[src/rtl/mem_resp_pkg.sv]
// mem_resp_pkg: shared types and sizes for the response packer.
package mem_resp_pkg;
  typedef enum logic {EMPTY = 1'b0, HALF = 1'b1} state_e;
  localparam int COV_SIZE = 64;
  localparam int COV_W = 9;
  typedef struct packed {
    logic       half;
    logic [7:0] data;
  } entry_t;
endpackage

[src/rtl/mem_resp_pack_fifo.sv]
// resp_fifo: DEPTH-entry synchronous FIFO of packed bytes.
module resp_fifo
  import mem_resp_pkg::*;
#(
  parameter int DEPTH = 4,
  localparam int AW = $clog2(DEPTH),
  localparam int CW = AW + 1
) (
  input  logic          clock,
  input  logic          reset,
  input  logic          push_i,
  input  logic          pop_i,
  input  entry_t        din_i,
  output entry_t        dout_o,
  output logic          full_o,
  output logic          empty_o,
  output logic [CW-1:0] count_o
);
  entry_t          mem_q [DEPTH];
  logic [AW-1:0]   wptr_q, rptr_q;
  logic [CW-1:0]   cnt_q;
  always_ff @(posedge clock or negedge reset) begin
    if (!reset) begin
      wptr_q <= '0;
      rptr_q <= '0;
      cnt_q  <= '0;
    end else begin
      if (push_i) wptr_q <= wptr_q + 1'b1;
      if (pop_i) rptr_q <= rptr_q + 1'b1;
      cnt_q <= cnt_q + CW'(push_i) - CW'(pop_i);
    end
  end
  always_ff @(posedge clock) if (push_i) mem_q[wptr_q] <= din_i;
  assign dout_o  = mem_q[rptr_q];
  assign full_o  = cnt_q == CW'(DEPTH);
  assign empty_o = cnt_q == '0;
  assign count_o = cnt_q;
endmodule

[src/rtl/mem_resp_pack.sv]
// mem_resp_pack: pairs response nibbles into bytes, buffers them, and tracks drops and state coverage.
module mem_resp_pack
  import mem_resp_pkg::*;
#(
  parameter int DEPTH = 4,
  parameter int TIMEOUT = 8
) (
  input  logic             clock,
  input  logic             reset,
  input  logic             meta_reset,
  input  logic             in_valid,
  input  logic [3:0]       in_data,
  input  logic             pkt_ready,
  output logic             pkt_valid,
  output logic [7:0]       pkt_data,
  output logic             pkt_half,
  output logic [7:0]       drop_cnt,
  output logic [COV_W-1:0] coverage,
  output logic             bug
);
  localparam int CW = $clog2(DEPTH) + 1;
  state_e          state_q, state_d;
  logic [3:0]      hold_q, hold_d, timer_q, timer_d;
  logic            prod_q, prod_d;
  entry_t          entry_q, entry_d, head;
  logic [7:0]      drop_q;
  logic            bug_q, full, empty, pop, push, drop;
  logic [CW-1:0]   fifo_cnt;
  logic [2:0]      cnt3;
  logic [5:0]      cov_idx_q;
  logic [COV_SIZE-1:0] map_q;
  logic [COV_W-1:0]    cov_q;
  always_comb begin
    state_d = state_q;
    hold_d  = hold_q;
    timer_d = timer_q;
    prod_d  = 1'b0;
    entry_d = {1'b0, in_data, hold_q};
    if (state_q == EMPTY) begin
      if (in_valid) begin
        hold_d  = in_data;
        timer_d = '0;
        state_d = HALF;
      end
    end else if (in_valid) begin
      prod_d  = 1'b1;
      state_d = EMPTY;
    end else if (timer_q == 4'(TIMEOUT - 1)) begin
      prod_d  = 1'b1;
      entry_d = {1'b1, 4'h0, hold_q};
      state_d = EMPTY;
    end else begin
      timer_d = timer_q + 4'd1;
    end
  end
  // Produced bytes are registered once more so pkt_* never sees in_* combinationally.
  assign pop  = pkt_valid && pkt_ready;
  assign push = prod_q && (!full || pop);
  assign drop = prod_q && full && !pop;
  always_ff @(posedge clock or negedge reset) begin
    if (!reset) begin
      state_q <= EMPTY;
      hold_q  <= '0;
      timer_q <= '0;
      prod_q  <= 1'b0;
      entry_q <= '0;
      drop_q  <= '0;
      bug_q   <= 1'b0;
    end else begin
      state_q <= state_d;
      hold_q  <= hold_d;
      timer_q <= timer_d;
      prod_q  <= prod_d;
      entry_q <= entry_d;
      drop_q  <= (drop && drop_q != 8'hFF) ? drop_q + 8'd1 : drop_q;
      bug_q   <= bug_q | drop;
    end
  end
  resp_fifo #(.DEPTH(DEPTH)) u_fifo (
    .clock   (clock),
    .reset   (reset),
    .push_i  (push),
    .pop_i   (pop),
    .din_i   (entry_q),
    .dout_o  (head),
    .full_o  (full),
    .empty_o (empty),
    .count_o (fifo_cnt)
  );
  // The map survives reset on purpose; only meta_reset clears it.
  assign cnt3 = 3'(fifo_cnt);
  always_ff @(posedge clock) begin
    cov_idx_q <= 6'({state_q, cnt3, pkt_ready});
    if (meta_reset) begin
      map_q <= '0;
      cov_q <= '0;
    end else if (!map_q[cov_idx_q]) begin
      map_q[cov_idx_q] <= 1'b1;
      cov_q            <= cov_q + 1'b1;
    end
  end
  assign pkt_valid = !empty;
  assign pkt_data  = pkt_valid ? head.data : 8'h00;
  assign pkt_half  = pkt_valid & head.half;
  assign drop_cnt  = drop_q;
  assign coverage  = cov_q;
  assign bug       = bug_q;
endmodule

[config.mk]
export PLATFORM = sky130hd
export DESIGN_NAME = mem_resp_pack
export DESIGN_NICKNAME = d
export VERILOG_FILES = /design/src/rtl/mem_resp_pkg.sv /design/src/rtl/mem_resp_pack_fifo.sv /design/src/rtl/mem_resp_pack.sv
export SDC_FILE = /design/constraint.sdc
export NUM_CORES = 1
export LEC_CHECK = 0
export BUFFER_PORTS_ARGS = -buffer_cell sky130_fd_sc_hd__buf_2
export CAP_MARGIN = 20
export CORE_MARGIN = 4
export CORE_UTILIZATION = 64
export DETAILED_ROUTE_END_ITERATION = 16
export PLACE_DENSITY = 0.88
export SLEW_MARGIN = 20
export SYNTH_ARGS = -nofsm -noshare
export SYNTH_HDL_FRONTEND = slang
export SYNTH_SLANG_ARGS = --single-unit
[constraint.sdc]
create_clock -name clock -period 4.8 [get_ports clock]
set_input_delay 0.96 -clock clock [delete_from_list [all_inputs] [get_ports clock]]
set_output_delay 0.96 -clock clock [all_outputs]
set_load 0.02 [all_outputs]
---- After elaboration in Yosys (flattened, before gate mapping) ----
Memory sizes are Yosys's and may differ from the RTL's.
Cells that the tools add are included.
storage, ports and cells
  flip-flop bits (word level) ............. 113
  bits in writable memories ............... 36
  bits of input ports ..................... 9
  output and inout bits ................... 28
  logic and storage cells ................. 68
  memories kept ........................... 1
operators by class
  $add $sub $neg .......................... 7
  $lt $le $gt $ge ......................... 2
  equal/unequal tests ..................... 5
  muxes and demuxes ....................... 21
  bitwise gates (word level) .............. 4
  reductions and logical operators ........ 14
memory list
  memory        depth  width  read ports  clocked after memory_dff  write ports  RTL line                  source
  u_fifo.mem_q  4      9      1           0                         1            mem_resp_pack_fifo.sv:19  entry_t mem_q [DEPTH];
operator list
  operator               count
  $or A64 B32 Y64        1
  $mux W9                3
  $mux W4                4
  $mux W1                11
  $add A9 B1 Y9 const B  1
  $add A8 B1 Y8 const B  1
  $mux W8                1
  $ne A8 B8 Y1 const B   1
  $lt A5 B7 Y1 const B   1
  $logic_and A1 B1 Y1    6
  $bmux W1 S5            1
  $demux W1 S5           1
  $ge A5 B1 Y1 const B   1
  $add A2 B1 Y2 const B  2
  $add A4 B1 Y4 const B  1
  $eq A4 B3 Y1 const B   1
  $ne A2 B2 Y1 const B   2
  $add A3 B1 Y3          1
  $eq A3 B3 Y1 const B   1
  $logic_not A1 Y1       3
  $logic_not A3 Y1       1
  $reduce_and A3 Y1      1
  $sub A3 B1 Y3          1
  $reduce_and A2 Y1      1
  other kinds (5)        5

---- Logic depth before layout (Yosys ltp) ----
Gate-level depths: netlist (run 1).
  word-level depth ........................ 7
  depth in mapped cells ................... 8
  gate-level depth less buffers ........... 7

---- Modules after synthesis ----
A second synthesis (run 1) with hierarchy kept.
unflattened totals
  cells, all modules ...................... 396
  area total of the unflattened synthesis .. 4875.9 um^2
modules (own cells, without submodules)
  module         times used  cells an instance  area each (um^2)  sequential area each (um^2)
  mem_resp_pack  1           315                3186.8            1621.6
  resp_fifo      1           81                 1689.1            1256.2

---- Least setup slack after synthesis (run 1) ----
Ideal clock, no wire load.
  path kind ............................... input-to-reg
  start point ............................. in pkt_ready
  end point ............................... reg u_fifo.cnt_q[2] (netlist: u_fifo.count_o[2])
  setup time .............................. 0.080 ns
  arrival ................................. 2.517 ns
  data required time ...................... 4.720 ns
  setup slack ............................. 2.203 ns
  stages .................................. 7
  buffers on the path ..................... 1
  cells stage by stage .................... nor4b_1 > nor2b_1 > clkbuf_1 > ha_1 > fa_1 > xnor2_1 > xnor2_1
between the ends
  longest elaborated chain between the ends .. 5
ends and longest elaborated chain
  what                    RTL line                  source
  start: declaration      mem_resp_pack.sv:13       input logic pkt_ready,
  $logic_and A1 B1 Y1 *   mem_resp_pack.sv:57       assign pop = pkt_valid && pkt_ready;
  $logic_or A1 B1 Y1      mem_resp_pack.sv:58       assign push = prod_q && (!full || pop);
  $logic_and A1 B1 Y1     mem_resp_pack.sv:58
  $add A3 B1 Y3           mem_resp_pack_fifo.sv:30  cnt_q <= cnt_q + CW'(push_i) - CW'(pop_i);
  $sub A3 B1 Y3 *         mem_resp_pack_fifo.sv:30
  end signal: assignment  mem_resp_pack_fifo.sv:30
  end: declaration        mem_resp_pack_fifo.sv:21  logic [CW-1:0] cnt_q;
Mark *: on every way between the ends. The rest lies on a longest branch, timed or not.
A chain may end at the register's enable or synchronous reset.

---- Final worst setup path (run 1) ----
  start point ............................. reg u_fifo.rptr_q[0]
  end point ............................... out pkt_data[5]
between the ends
  longest elaborated chain between the ends .. 2
ends and longest elaborated chain
  what                      RTL line                  source
  start: declaration        mem_resp_pack_fifo.sv:20  logic [AW-1:0] wptr_q, rptr_q;
  start signal: assignment  mem_resp_pack_fifo.sv:29  if (pop_i) rptr_q <= rptr_q + 1'b1;
  $mem_v2 Z4 W9             -
  $mux W8                   mem_resp_pack.sv:103      assign pkt_data = pkt_valid ? head.data : 8'h00;
  end: declaration          mem_resp_pack.sv:15       output logic [7:0] pkt_data,
No other way between the ends.

==> results of run 1 <==
worst paths after layout:
| path | from | to | slack, ns | cells past startpoint |
|---|---|---|---|---|
| setup / recovery | u_fifo.rptr_q[0] | pkt_data[5] | 1.56 | 3 |
| hold reg to reg | hold_q[3] | entry_q[3] | 0.38 | 0 |
| min in group asynchronous | reset | entry_q[6] | 0.50 | 1 |
| hold / removal | hold_q[3] | entry_q[3] | 0.38 | 0 |
| max in group asynchronous | reset | drop_cnt[4] | 3.81 | 1 |
| setup reg to reg | cov_idx_q[4] | coverage[8] | 1.74 | 5 |
cells by family (layout without fill, tap and decap cells):
group | Yosys count | after routing | synth area share, %
muxes | 30 | 30 | 10.3
and+or+nand+nor | 130 | 130 | 13.9
adders and majority gates | 9 | 9 | 2.47
xor gates and xnor gates | 12 | 12 | 2.16
AOI/OAI and AO/OA | 63 | 63 | 8.63
buffers and inverters | 31 | 80 | 3.27
DFF | 117 | 117 | 59.3
where the power goes:
group | internal (uW) | switching (uW) | leakage (uW)
Combinational | 339 | 472 | 0.000879
Sequential | 1190 | 200 | 0.00113
Clock | 750 | 484 | 0.000277
sequential cells by signal, summed over array words and instances, names as in the netlist, 2 cells and up:
| signal | flops |
|---|---|
| cov_idx_q | 5 |
| coverage | 9 |
| drop_cnt | 8 |
| entry_q | 9 |
| hold_q | 4 |
| map_q | 32 |
| timer_q | 4 |
| u_fifo.count_o | 3 |
| u_fifo.mem_q | 36 |
| u_fifo.rptr_q | 2 |
| u_fifo.wptr_q | 2 |
critical path: stages, from the launching register on:
cell and delay (ns):
dfrtp_1 0.80, mux4_2 0.60, and2_1 0.18, buf_2 0.17
cells in the mapped netlist, types with 10 or more instances:
master,count,area share (%)
clkbuf_1,11,0.85
nor2_1,47,3.6
and2_1,18,2.3
a31oi_1,12,1.5
mux4_2,10,4.6
a21oi_1,29,3.0
mux2_2,14,3.2
dfrtp_1,35,18
edfxtp_1,36,22
nand2_1,13,1.0
dfxtp_1,46,19
inv_1,12,0.93
nor2b_1,11,1.4
metal layers:
metal | share of wire [%] | vias to the layer above | track usage (%) | wire length (microns)
met5 | 0 | - | 0 | 0
met4 | 4.3 | 0 | 15.1 | 479
met3 | 7.2 | 58 | 9.16 | 810
met2 | 51 | 190 | 44.9 | 5740
met1 | 37 | 1688 | 31.7 | 4150
li1 | - | 1486 | - | -
stage by stage:
step | hold slack (ns) | instances | setup slack [ns] | total power [uW] | instance area, sq um
after global placement | 0.352 | 508 | 2.00 | 2100 | 5050
final | 0.377 | 540 | 1.56 | 3430 | 5630
after global routing | 0.398 | 540 | 1.44 | 3580 | 5630
after floorplan | 0.349 | 392 | 2.20 | 1950 | 4860
after detailed placement | 0.361 | 508 | 1.87 | 2140 | 5050
after CTS | 0.376 | 540 | 1.53 | 3430 | 5630
area by class of cell:
type                       count  area (sq um)
clock buffer                  17           414
inverter                      12          45.0
fill                         406          1700
clock inverter                15           170
multi-input combinational    244          1820
timing repair buffer          36           180
tap                           99           124
sequential                   117          2880
==> results.yml, run 1 <==
status:
  status: "finished, final reports clean"
clocking:
  clk_latency_ns: 0.53
  cts.clk_slew.worst_paths_ns: 0.06
  clock_path_buffers: 2
  cts_setup_buffers: 0
  cts-root-buf: "clkbuf_8"
  cts-htree-levels: 4
  hold_buffers: 0
  cts_buffers: 17
  cts-resized-gates: 0
  cts.sinks: 117
  cts_tree: "yes"
logic_synthesis:
  synth_nets: 410
  ys_seq_area_share_pct: 59.3
  yosysWarnings: 0
  ys.flop_type: "dfxtp_1"
  async_reset_ff_share_pct: 29.9
  synth-seq-cells: 117
  syn_area_sq_um: 4860
  ys_types: 52
  postSynthAreaPerCell_sq_um: 12.4
  synth_edf_count: 36
  syn_inst: 392
pwr:
  leakagePower_uw: 0.00229
  ir_worst_vdd_v: 0.000326
  cellPowerDensity_nw_per_um2: 609
hold_path:
  hp-class: "flip-flop to flip-flop"
place:
  dp_hpwl_microns: 5930
  port_buffers: 36
  gp_congestion: 0.824
critical_path:
  startpoint_type: "flip-flop"
  crit_type: "flip-flop to primary output"
  endpoint_kind: "primary output"
  worstPathMaxFanout: 11
  arrival_ns: 2.28
  worstPathRequired_ns: 3.84
floorplanning:
  die_h_microns: 95.1
  initial_core_util_pct: 66.2
  io-pin-count: 37
  coreArea_sq_um: 7330
  rows: 31
  die_w_microns: 95.1
  dieArea_sq_um: 9040
detailed_routing:
  wl_per_cell_microns: 20.7
  drt_pass1_iterations: 5
  drtAntennaViolNets: 0
  drt_iter0_markers: 393
  vias: 3422
  via_per_inst: 6.34
  wl_microns: 11200
  drc: 0
final_layout:
  mostFrequentLayoutCell: "nor2_1"
  num_antenna_cells: 0
  area_delta_synth_final_pct: 15.9
  mostFrequentLayoutCells: "nor2_1, dfxtp_1, buf_2, edfxtp_1, dfrtp_1"
  fin_nets: 446
  utilization_pct: 76.8
  drive_above_1_share_pct: 22.7
sta:
  final-hold-violation-count: 0
  rsz0062_at_grt: "no"
  clock.fmax_ghz: 0.308
  fin_skew_ns: 0.0118
  finalCritPeriodShare_pct: 67.6
  fin_crit_ns: 3.24
  tns_ns: 0
  tightest_slew_ns: 0.988
  max_slew_margin_pct: 34.0
  slew_violations: 0
  setup_viol: 0
run:
  cap_violations: 0
global_routing:
  grt-ovfl-total: 0
  grt_max_degree: 46
  antenna_found_initial: 0
  grt_usage_pct: 27.4
  grt_pass1_vias: 3385
  grt_pass1_wl_microns: 18000
Power figures use the tool's default switching activity.
==> run 2, diff against run 1 <==
--- a/config.mk
+++ b/config.mk
@@ -8,9 +8,9 @@
 export BUFFER_PORTS_ARGS = -buffer_cell sky130_fd_sc_hd__buf_2
 export CAP_MARGIN = 20
 export CORE_MARGIN = 4
-export CORE_UTILIZATION = 64
+export CORE_UTILIZATION = 54
 export DETAILED_ROUTE_END_ITERATION = 16
-export PLACE_DENSITY = 0.88
+export PLACE_DENSITY = 0.8
 export SLEW_MARGIN = 20
 export SYNTH_ARGS = -nofsm -noshare
 export SYNTH_HDL_FRONTEND = slang
==> constraint.sdc (replaced) <==
create_clock -name clock -period 2.95 [get_ports clock]
set_input_delay 0.59 -clock clock [delete_from_list [all_inputs] [get_ports clock]]
set_output_delay 0.59 -clock clock [all_outputs]
set_load 0.02 [all_outputs]
==> run 2 against run 1 <==
Against the previous run:
- wire length is 15% lower
- final cell count is 2.4% higher
- clock skew hardly changed
- worst hold slack worse by 0.21 ns
- total power is 63% higher
- flip-flop and latch count stayed put
- global-route usage is 7.9 points lower
- critical path depth stayed put
- clock power is 70% higher
- highest routed layer unchanged
- non-clock buffer count is 4 higher
==> results.yml, run 2 (synthesis results as in run 1) <==
final_layout:
  drive_above_1_share_pct: 23.4
  fin_nets: 450
  multi_input_area_sq_um: 1820
  area_delta_synth_final_pct: 17.3
  mostFrequentLayoutCell: "nor2_1"
  mostFrequentLayoutCells: "nor2_1, dfxtp_1, buf_2, edfxtp_1, dfrtp_1"
  largest_reg_flops: 36
  register_area_sq_um: 2880
  top_regs: "u_fifo.mem_q (36), map_q (32)"
  design_area_sq_um: 5700
  fillers: 588
  regMostFlops: "u_fifo.mem_q"
  num_antenna_cells: 0
global_routing:
  grt_pass1_wl_microns: 15600
  grt-ovfl-total: 0
  grt_pass1_vias: 3263
  grt_max_degree: 46
  grt_usage_pct: 19.5
  antenna_found_initial: 0
sta:
  finalCritPeriodShare_pct: 94.9
  clock.fmax_ghz: 0.357
  rsz0062_at_grt: "no"
  fin_skew_ns: 0.0119
  final-hold-violation-count: 0
  fin_crit_ns: 2.80
  max_slew_margin_pct: 46.7
  setup_viol: 0
  slew_violations: 0
  tightest_slew_ns: 0.800
  tns_ns: 0
detailed_routing:
  via_per_inst: 5.70
  wl_microns: 9480
  drc: 0
  drtAntennaViolNets: 0
  drt_pass1_iterations: 5
  drt_iter0_markers: 142
  vias: 3153
  wl_per_cell_microns: 17.1
clocking:
  clock_path_buffers: 2
  cts-resized-gates: 0
  cts-htree-levels: 4
  cts-root-buf: "clkbuf_8"
  cts_setup_buffers: 0
  cts.clk_slew.worst_paths_ns: 0.06
  cts_buffers: 17
  clk_latency_ns: 0.52
  cts_tree: "yes"
  hold_buffers: 0
  cts.sinks: 117
critical_path:
  path_delay_family: "flip-flops"
  path_cells: "mux4_2 -> and2_1 -> buf_2"
  crit_buf_inv: 1
  arrival_ns: 2.21
  crit_type: "flip-flop to primary output"
  max_stage_delay_ns: 0.77
  r2r_start: "cov_idx_q[4]"
  startpoint_type: "flip-flop"
  r2r_end: "coverage[5]"
  crit_slowest_cell: "dfrtp_1"
  r2r_cells: 6
  cp_num_cells: 3
  worstPathMaxFanout: 10
  endpoint_kind: "primary output"
  rrSetupSlack_ns: 0.45
  worstPathRequired_ns: 2.36
floorplanning:
  dieArea_sq_um: 10600
  die_h_microns: 103
  coreArea_sq_um: 8720
  initial_core_util_pct: 55.7
  die_w_microns: 103
  rows: 34
  io-pin-count: 37
place:
  place_area_sq_um: 5090
  port_buffers: 36
  dp_hpwl_microns: 5790
  gp_congestion: 0.814
status:
  status: "finished, final reports clean"
hold_path:
  hp-class: "primary input to async pin"
pwr:
  cellPowerDensity_nw_per_um2: 981
  ir_worst_vdd_v: 0.000483
  leakagePower_uw: 0.00233
run:
  cap_violations: 0
run 2: cell types whose count changed in the layout (fill, tap and decap cells not counted), sizes merged:
cell | before | now
clkinvlp | 3 | 2
bufinv | 2 | 3
buf | 36 | 40
run 2: worst reg2reg max path: cells and delay by family (launching register included):
| family | cells | cell delay, ns |
|---|---|---|
| multiplexers | 2 | 0.75 |
| buffers and inverters | 1 | 0.27 |
| AND/OR/NAND/NOR | 1 | 0.38 |
| flip-flops | 1 | 0.31 |
| AO/OA/AOI/OAI | 2 | 0.68 |
run 2: routing by layer:
metal / GRT usage [%] / wire length, microns / up-vias
met2: 32.7 / 4680 / 75
met5: 0 / 0 / -
met4: 7.17 / 127 / 0
met1: 24.0 / 4250 / 1566
li1: - / - / 1502
met3: 6.09 / 420 / 10
run 2: cell type report:
| type | instances | area share (%) |
|---|---|---|
| Timing Repair Buffer | 40 | 3.69 |
| Inverter | 12 | 0.791 |
| Tap cell | 108 | 2.37 |
| Multi-Input combinational cell | 244 | 31.9 |
| Clock inverter | 15 | 3.43 |
| Clock buffer | 17 | 7.27 |
| Sequential cell | 117 | 50.5 |
run 2: how the worst max path moves through the flow:
stage                     startpoint                 to  slack (ns)
finish              u_fifo.rptr_q[0]        pkt_data[6]        0.15
global route        u_fifo.rptr_q[0]        pkt_data[7]       0.002
CTS                 u_fifo.rptr_q[0]        pkt_data[6]         0.1
detailed placement         pkt_ready  u_fifo.count_o[2]        0.43
global placement           pkt_ready  u_fifo.count_o[2]        0.53
floorplan                  pkt_ready  u_fifo.count_o[2]        0.72
run 2: metrics by stage:
stage,util (%),std cells,hold slack [ns],setup slack [ns],power (uW)
after floorplan,-,392,0.294,0.723,3170
after CTS,65.3,553,0.179,0.0970,5630
final,65.3,553,0.165,0.150,5590
after detailed placement,58.3,521,0.362,0.430,3510
after global placement,58.3,521,0.358,0.526,3440
after global routing,65.3,553,0.209,0.00198,5860
run 2: power breakdown:
part	total, uW	switching (uW)	leakage (uW)	internal, uW
logic	1290	730	0.000899	556
registers	2220	286	0.00113	1930
clock network	2090	778	0.000292	1310
